--- src/rtl/apb_initiator_pkg.sv ---
// Shared types for the APB requester: FSM state encoding and response codes.
package apb_initiator_pkg;

  typedef enum logic [1:0] {
    ST_IDLE   = 2'd0,
    ST_SETUP  = 2'd1,
    ST_ACCESS = 2'd2,
    ST_RESP   = 2'd3
  } apb_state_t;

  typedef enum logic [1:0] {
    RSP_OK      = 2'd0,
    RSP_SLVERR  = 2'd1,
    RSP_TIMEOUT = 2'd2
  } rsp_code_t;

  function automatic logic rsp_is_err(rsp_code_t code);
    return code != RSP_OK;
  endfunction

endpackage

--- src/rtl/apb_initiator.sv ---
// APB3 requester: one outstanding transfer from a valid/ready command port,
// registered APB outputs, bounded ACCESS wait states with timeout abort.
module apb_initiator
  import apb_initiator_pkg::*;
#(
  parameter int unsigned W_ADDR         = 16,
  parameter int unsigned W_DATA         = 32,
  parameter int unsigned TIMEOUT_CYCLES = 255
) (
  input  logic              clk,
  input  logic              rst,
  input  logic              cmd_valid,
  output logic              cmd_ready,
  input  logic [W_ADDR-1:0] cmd_addr,
  input  logic              cmd_write,
  input  logic [W_DATA-1:0] cmd_wdata,
  output logic              rsp_valid,
  input  logic              rsp_ready,
  output logic [W_DATA-1:0] rsp_rdata,
  output logic              rsp_err,
  output logic              rsp_timeout,
  output logic [W_ADDR-1:0] apbm_paddr,
  output logic              apbm_psel,
  output logic              apbm_penable,
  output logic              apbm_pwrite,
  output logic [W_DATA-1:0] apbm_pwdata,
  input  logic              apbm_pready,
  input  logic [W_DATA-1:0] apbm_prdata,
  input  logic              apbm_pslverr
);

  localparam int unsigned W_CNT = (TIMEOUT_CYCLES > 0) ? $clog2(TIMEOUT_CYCLES + 1) : 1;
  localparam logic [W_CNT-1:0] CNT_LAST =
    W_CNT'((TIMEOUT_CYCLES > 0) ? TIMEOUT_CYCLES - 1 : 0);
  localparam logic TIMEOUT_EN = (TIMEOUT_CYCLES != 0);

  apb_state_t       state;
  rsp_code_t        rsp_code;
  logic [W_CNT-1:0] acc_cnt;
  logic             accept;

  // In RESP the command port opens in the same cycle the response is consumed.
  assign cmd_ready   = !rst && ((state == ST_IDLE) || (state == ST_RESP && rsp_ready));
  assign accept      = cmd_valid && cmd_ready;
  assign rsp_err     = rsp_is_err(rsp_code);
  assign rsp_timeout = (rsp_code == RSP_TIMEOUT);

  always_ff @(posedge clk or posedge rst) begin
    if (rst) begin
      state        <= ST_IDLE;
      rsp_code     <= RSP_OK;
      acc_cnt      <= '0;
      rsp_valid    <= 1'b0;
      rsp_rdata    <= '0;
      apbm_paddr   <= '0;
      apbm_psel    <= 1'b0;
      apbm_penable <= 1'b0;
      apbm_pwrite  <= 1'b0;
      apbm_pwdata  <= '0;
    end else begin
      case (state)
        ST_IDLE: begin
          if (accept) begin
            apbm_paddr  <= cmd_addr;
            apbm_pwrite <= cmd_write;
            apbm_pwdata <= cmd_wdata;
            apbm_psel   <= 1'b1;
            state       <= ST_SETUP;
          end
        end
        ST_SETUP: begin
          apbm_penable <= 1'b1;
          acc_cnt      <= '0;
          state        <= ST_ACCESS;
        end
        ST_ACCESS: begin
          if (apbm_pready) begin
            apbm_psel    <= 1'b0;
            apbm_penable <= 1'b0;
            rsp_rdata    <= apbm_pwrite ? '0 : apbm_prdata;
            rsp_code     <= apbm_pslverr ? RSP_SLVERR : RSP_OK;
            rsp_valid    <= 1'b1;
            state        <= ST_RESP;
          end else if (TIMEOUT_EN && acc_cnt == CNT_LAST) begin
            // acc_cnt lags the ACCESS cycle number by one, so this is cycle TIMEOUT_CYCLES.
            apbm_psel    <= 1'b0;
            apbm_penable <= 1'b0;
            rsp_rdata    <= '0;
            rsp_code     <= RSP_TIMEOUT;
            rsp_valid    <= 1'b1;
            state        <= ST_RESP;
          end else if (TIMEOUT_EN) begin
            acc_cnt <= acc_cnt + 1'b1;
          end
        end
        ST_RESP: begin
          if (rsp_ready) begin
            rsp_valid <= 1'b0;
            if (cmd_valid) begin
              apbm_paddr  <= cmd_addr;
              apbm_pwrite <= cmd_write;
              apbm_pwdata <= cmd_wdata;
              apbm_psel   <= 1'b1;
              state       <= ST_SETUP;
            end else begin
              state <= ST_IDLE;
            end
          end
        end
        default: state <= ST_IDLE;
      endcase
    end
  end

endmodule
--- config.mk ---
export PLATFORM = sky130hd
export DESIGN_NAME = apb_initiator
export DESIGN_NICKNAME = d
export VERILOG_FILES = /design/src/rtl/apb_initiator_pkg.sv /design/src/rtl/apb_initiator.sv
export SDC_FILE = /design/constraint.sdc
export NUM_CORES = 1
export LEC_CHECK = 0
export CAP_MARGIN = 5
export CORE_UTILIZATION = 42
export CTS_CLUSTER_DIAMETER = 60
export CTS_CLUSTER_SIZE = 25
export DETAILED_ROUTE_END_ITERATION = 8
export PLACE_DENSITY = 0.79
export SLEW_MARGIN = 15
export SYNTH_ARGS = -nofsm -noshare
export SYNTH_HDL_FRONTEND = slang
export SYNTH_SLANG_ARGS = --single-unit
--- constraint.sdc ---
create_clock -name clk -period 3.6 [get_ports clk]
set_clock_uncertainty 0.2 [all_clocks]
set_input_delay 0.72 -clock clk [delete_from_list [all_inputs] [get_ports clk]]
set_output_delay 0.72 -clock clk [all_outputs]
set_load 0.03 [all_outputs]
==> results of run 1 <==
## worst max-delay path: stages
cell and delay (ns):
clkdlybuf4s50_1 0.52, nand2_1 0.09, a21oi_1 0.14, clkdlybuf4s50_1 0.68
## cells by family after synthesis
group | after synthesis
flops | 96
simple gates | 37
compound gates | 63
mux | 51
fa+ha+maj | 7
buf+inv | 23
## layer usage
layer | track usage [%] | up-vias | routed length, um
met2 | 33.7 | 141 | 4690
met1 | 25.9 | 1494 | 4000
li1 | - | 1360 | -
met4 | 7.35 | 0 | 153
met5 | 0 | - | 0
met3 | 4.61 | 14 | 769
## state kept, by name, indices dropped and copies added (netlist names)
register / cells
acc_cnt: 8
apbm_psel: 1
rsp_code: 2
apbm_pwrite: 1
apbm_pwdata: 32
state: 2
rsp_rdata: 32
rsp_valid: 1
apbm_paddr: 16
apbm_penable: 1
## final timing paths
path / from / end / slack (ns) / cells past startpoint
hold reg to reg: apbm_pwdata[27] / apbm_pwdata[27] / 0.31 / 1
max in group asynchronous: rst / acc_cnt[7] / 1.91 / 3
min in group asynchronous: rst / acc_cnt[6] / 0.61 / 2
setup reg to reg: state[0] / rsp_rdata[4] / 1.24 / 4
hold / removal: apbm_pwdata[27] / apbm_pwdata[27] / 0.31 / 1
setup / recovery: rsp_ready / cmd_ready / 0.52 / 4
## layout make-up
class	instances	area (um2)	area share, %
Sequential cell	96	2400	40.2
Timing Repair Buffer	176	1780	29.8
Multi-Input combinational cell	158	1410	23.6
Tap cell	108	135	2.26
Clock buffer	9	124	2.08
Clock inverter	6	85.1	1.43
Inverter	8	32.5	0.545
## placed cells by master, fill, tap and decap left out, types with 2 or more instances in the layout
cell,synthesis,final
a211o_1,2,2
a21oi_1,4,4
a22o_1,34,34
a31oi_1,2,2
and3_1,2,2
buf_12,0,2
bufinv_16,0,2
clkbuf_8,0,9
clkdlybuf4s50_1,0,173
clkinv_2,0,2
clkinvlp_4,0,2
dfrtp_1,96,96
ha_1,7,7
inv_1,8,7
mux2_2,39,39
mux2_4,10,10
mux2i_1,2,2
nand2_1,9,9
nand3_1,6,6
nand4_1,2,2
nor2_1,7,6
nor2b_1,3,3
o21ai_0,6,6
o311ai_0,2,2
o41ai_1,2,2
## cells in the mapped netlist (all sizes together)
cell / count / area [um2]
mux2i: 2 / 20.0
o211a: 1 / 10.0
nand4: 2 / 12.5
nor2: 8 / 32.5
a22o: 34 / 298
and3: 2 / 12.5
a32o: 1 / 10.0
o41ai: 2 / 17.5
or2: 1 / 6.26
a31oi: 2 / 12.5
a21oi: 5 / 28.8
and2: 1 / 6.26
a211o: 2 / 17.5
dfrtp: 96 / 2400
o311ai: 2 / 17.5
a211oi: 1 / 7.51
and2b: 1 / 7.51
mux2: 49 / 589
a21o: 2 / 16.3
nand2: 10 / 40.0
nor4: 1 / 6.26
a41o: 1 / 10.0
o22ai: 1 / 20.0
nor3: 1 / 5.00
ha: 7 / 87.6
a2111oi: 1 / 8.76
o21ai: 6 / 30.0
nor2b: 3 / 18.8
a22oi: 1 / 7.51
and4: 1 / 8.76
a31o: 1 / 8.76
buf: 10 / 90.1
nand3: 6 / 30.0
inv: 8 / 30.0
clkbuf: 5 / 18.8
## power by group
part           switching (uW)  internal [uW]  total (uW)  leakage [uW]
Combinational            1820           1620        3430       0.00128
Clock                     357            385         742      0.000101
Sequential                290           1590        1880       0.00119
## stage by stage
step	setup slack (ns)	hold WS [ns]	area (um2)	total power, uW
floorplan	0.175	0.281	3950	4000
global placement	0.524	0.287	5760	5270
detailed placement	0.515	0.291	5760	5360
CTS	0.512	0.313	5970	6120
global route	0.473	0.324	5970	6370
finish	0.524	0.309	5970	6060
==> out/metrics.yaml, run 1 <==
drt:
  via_count: 3009
  drtPass1Iterations: 4
  wl_um: 9610
  wl_per_cell_um: 17.1
  drc_errors: 0
  vias_per_cell: 5.36
  dr.first_iter.drc_count: 120
  antenna_left: 0
yosys:
  synth_top_family_by_area: "multiplexers"
  syn_avg_cell_area_um2: 14.2
  synth_seq_area_share_pct: 60.9
  synth_mux_area_share_pct: 15.4
  yosys_warnings: 0
  syn_area_um2: 3950
  synthSimpleGateAreaFrac_pct: 4.73
  synth-seq-cells: 96
  synth_compound_area_share_pct: 13.2
  synthXorXnorAreaFrac_pct: 0
  syn-num-nets: 371
  syn_inst: 277
  synthAdderAreaFrac_pct: 2.22
  ys_types: 42
floorplan:
  dieWidth_um: 98.9
  rows: 34
  io_pins: 174
  core_area_um2: 8890
  start_util_pct: 44.4
  chipHeight_um: 98.9
  die_area_um2: 9780
layout:
  instances_no_fill: 561
  n_antenna_cell: 0
  nFillCells: 683
  utilization_pct: 67.1
  drive_gt1_share_pct: 16.8
  nNetsFinal: 543
  syn_to_final_growth_pct: 51.3
cts:
  hold_buffers: 0
  numCtsBuffers: 9
  tritoncts: "done"
  post_cts_buffers: 0
  cts.sinks: 96
  cts-root-buf: "clkbuf_8"
  path_clk_slew_ns: 0.08
  post_cts_resized: 0
  max-clock-path-buffers: 2
  htree_levels: 3
  clock_latency_ns: 0.35
global_routing:
  track_usage_pct: 20.2
  grt_max_degree: 57
  grt_remaining_overflow: 0
  grt_pass1_vias: 3036
  antenna_found_initial: 0
  grt_pass1_wl_um: 15600
sta:
  maxSlewHeadroom_pct: 56.9
  finalHoldViolCount: 0
  max_slew.worst_pin.slew_ns: 0.644
  tns_ns: 0
  fin_crit_sh_pct: 85.4
  period_minus_slack_ns: 3.08
  fmax_ghz: 0.325
  setup_viol: 0
  rsz0062_at_grt: "no"
  slew_viol_final: 0
setup_path:
  cp-end-kind: "primary output"
  worstPathRequired_ns: 2.68
  critical_path_class: "input pin to primary output"
  cp_data_arrival_time_ns: 2.16
  startpoint_type: "input pin"
  path_max_fanout: 2
placement:
  gp_congestion: 0.846
  io_buffers: 173
  dpl.cell_count: 546
  dp_hpwl_um: 7050
pwr:
  p_per_area_nw_per_um2: 1010
  total_leakage_power_uw: 0.00257
  vdd_drop_max_mv: 0.475
run_status:
  status: "finished clean"
hold_path:
  hp-class: "register to register"
run:
  max-cap-violations: 0
Power figures use the tool's default switching activity.
==> run 2, diff against run 1 <==
GPL_TIMING_DRIVEN = 0   (was default)
==> out/metrics.yaml, run 2 (same netlist as run 1, synthesis figures left out) <==
pwr:
  p_per_area_nw_per_um2: 1020  # was 1010 nW/um2
  vdd_drop_max_mv: 0.576  # was 0.475 mV
  total_leakage_power_uw: 0.00263  # was 0.00257 uW
cts:
  post_cts_buffers: 0  # unchanged
  numCtsBuffers: 9  # unchanged
  hold_buffers: 0  # unchanged
  max-clock-path-buffers: 2  # unchanged
  htree_levels: 3  # unchanged
  tritoncts: "done"  # unchanged
  path_clk_slew_ns: 0.08  # about the same
  post_cts_resized: 0  # unchanged
  cts.sinks: 96  # unchanged
  clock_latency_ns: 0.35  # about the same
  cts-root-buf: "clkbuf_8"  # unchanged
setup_path:
  r2r-start: "state[0]"  # unchanged
  cp_data_arrival_time_ns: 2.16  # about the same
  path_max_fanout: 2  # unchanged
  startpoint_type: "input pin"  # unchanged
  worstPathRequired_ns: 2.68  # about the same
  critical_path_class: "input pin to primary output"  # unchanged
  reg2reg_slack_ns: 1.26  # was 1.24 ns
  r2r-end: "rsp_rdata[9]"  # was rsp_rdata[4]
  cp-end-kind: "primary output"  # unchanged
  rr_worst_depth: 7  # was 4
placement:
  dp_hpwl_um: 7610  # was 7050 um
  io_buffers: 173  # unchanged
  gp_congestion: 0.857  # was 0.846
  dpl.cell_count: 559  # was 546
drt:
  wl_um: 10100  # was 9610 um
  drc_errors: 0  # unchanged
  via_count: 3041  # was 3009
  antenna_left: 0  # unchanged
  drtPass1Iterations: 4  # unchanged
  dr.first_iter.drc_count: 90  # was 120
  wl_per_cell_um: 17.6  # was 17.1 um
  vias_per_cell: 5.31  # was 5.36
hold_path:
  whs_path_depth: 1  # unchanged
  holdPathEnd: "apbm_paddr[9]"  # was apbm_pwdata[27]
  hp-class: "register to register"  # unchanged
  hp-start: "apbm_paddr[9]"  # was apbm_pwdata[27]
layout:
  nFillCells: 668  # was 683
  drive_gt1_share_pct: 17.6  # was 16.8%
  top_regs: "apbm_pwdata x32, rsp_rdata x32, apbm_paddr x16"  # unchanged
  syn_to_final_growth_pct: 53.7  # was 51.3%
  instances_no_fill: 573  # was 561
  n_antenna_cell: 0  # unchanged
  final_cell_mix: "clkdlybuf4s50_1, dfrtp_1, mux2_2, a22o_1, mux2_4"  # unchanged
  nNetsFinal: 556  # was 543
  utilization_pct: 68.2  # was 67.1%
  layout_commonest_cell: "clkdlybuf4s50_1"  # unchanged
floorplan:
  io_pins: 174  # unchanged
  start_util_pct: 44.4  # unchanged
  chipHeight_um: 98.9  # unchanged
  rows: 34  # unchanged
  die_area_um2: 9780  # unchanged
  core_area_um2: 8890  # unchanged
  dieWidth_um: 98.9  # unchanged
sta:
  slew_viol_final: 0  # unchanged
  max_slew.worst_pin.slew_ns: 0.693  # was 0.644 ns
  fmax_ghz: 0.324  # was 0.325 GHz
  tns_ns: 0  # unchanged
  maxSlewHeadroom_pct: 53.8  # was 56.9%
  setup_viol: 0  # unchanged
  hold_ws_ns: 0.310  # was 0.309 ns
  rsz0062_at_grt: "no"  # unchanged
  period_minus_slack_ns: 3.08  # about the same
  fin_crit_sh_pct: 85.7  # was 85.4%
  finalHoldViolCount: 0  # unchanged
global_routing:
  grt_remaining_overflow: 0  # unchanged
  grt_pass1_wl_um: 16100  # was 15600 um
  antenna_found_initial: 0  # unchanged
  grt_max_degree: 56  # was 57
  track_usage_pct: 21.3  # was 20.2%
  grt_pass1_vias: 3208  # was 3036
run_status:
  status: "finished clean"  # unchanged
run:
  max-cap-violations: 0  # unchanged
-- run 2: stage by stage --
step                      setup WS, ns  instance area (um2)  total power [uW]
after floorplan                  0.175                 3950              4000
final                            0.515                 6060              6190
after global routing             0.466                 6060              6510
after detailed placement         0.510                 5830              5410
after global placement           -1.26                 5810              5310
after CTS                        0.506                 6060              6240
-- run 2: layer usage --
metal,GRT usage [%],wire [um]
met1,26.8,4110
met2,35.6,4940
met3,5.74,823
met4,7.58,201
met5,0,0
-- run 2: layout make-up --
| class | instances | area (um2) | share of cell area, % |
|---|---|---|---|
| repair buffers | 174 | 1750 | 28.9 |
| plain buffers | 15 | 109 | 1.79 |
| clock buffers | 9 | 124 | 2.04 |
| clock inverters | 5 | 106 | 1.75 |
| well taps | 108 | 135 | 2.23 |
| multi-input cells | 158 | 1400 | 23.1 |
| inverters | 8 | 32.5 | 0.536 |
| flip-flops and latches | 96 | 2400 | 39.6 |
-- run 2: critical path, stage by stage --
cell and delay [ns]:
clkdlybuf4s50_1 0.52, nand2_1 0.09, a21oi_1 0.15, clkdlybuf4s50_1 0.68
-- run 2: worst max-delay path by stage --
stage                     to  slack, ns  startpoint  cells after the start
5_1_grt            cmd_ready       0.47   rsp_ready                      4
2_1_floorplan     acc_cnt[0]       0.17         rst                      1
3_3_place_gp   rsp_rdata[26]      -1.26         rst                      2
6_report           cmd_ready       0.52   rsp_ready                      4
3_5_place_dp       cmd_ready       0.51   rsp_ready                      4
4_1_cts            cmd_ready       0.51   rsp_ready                      4
-- run 2: power by group --
part	internal, uW	switching (uW)
registers	1590	284
clock network	456	366
logic	1640	1840
total	3690	2490
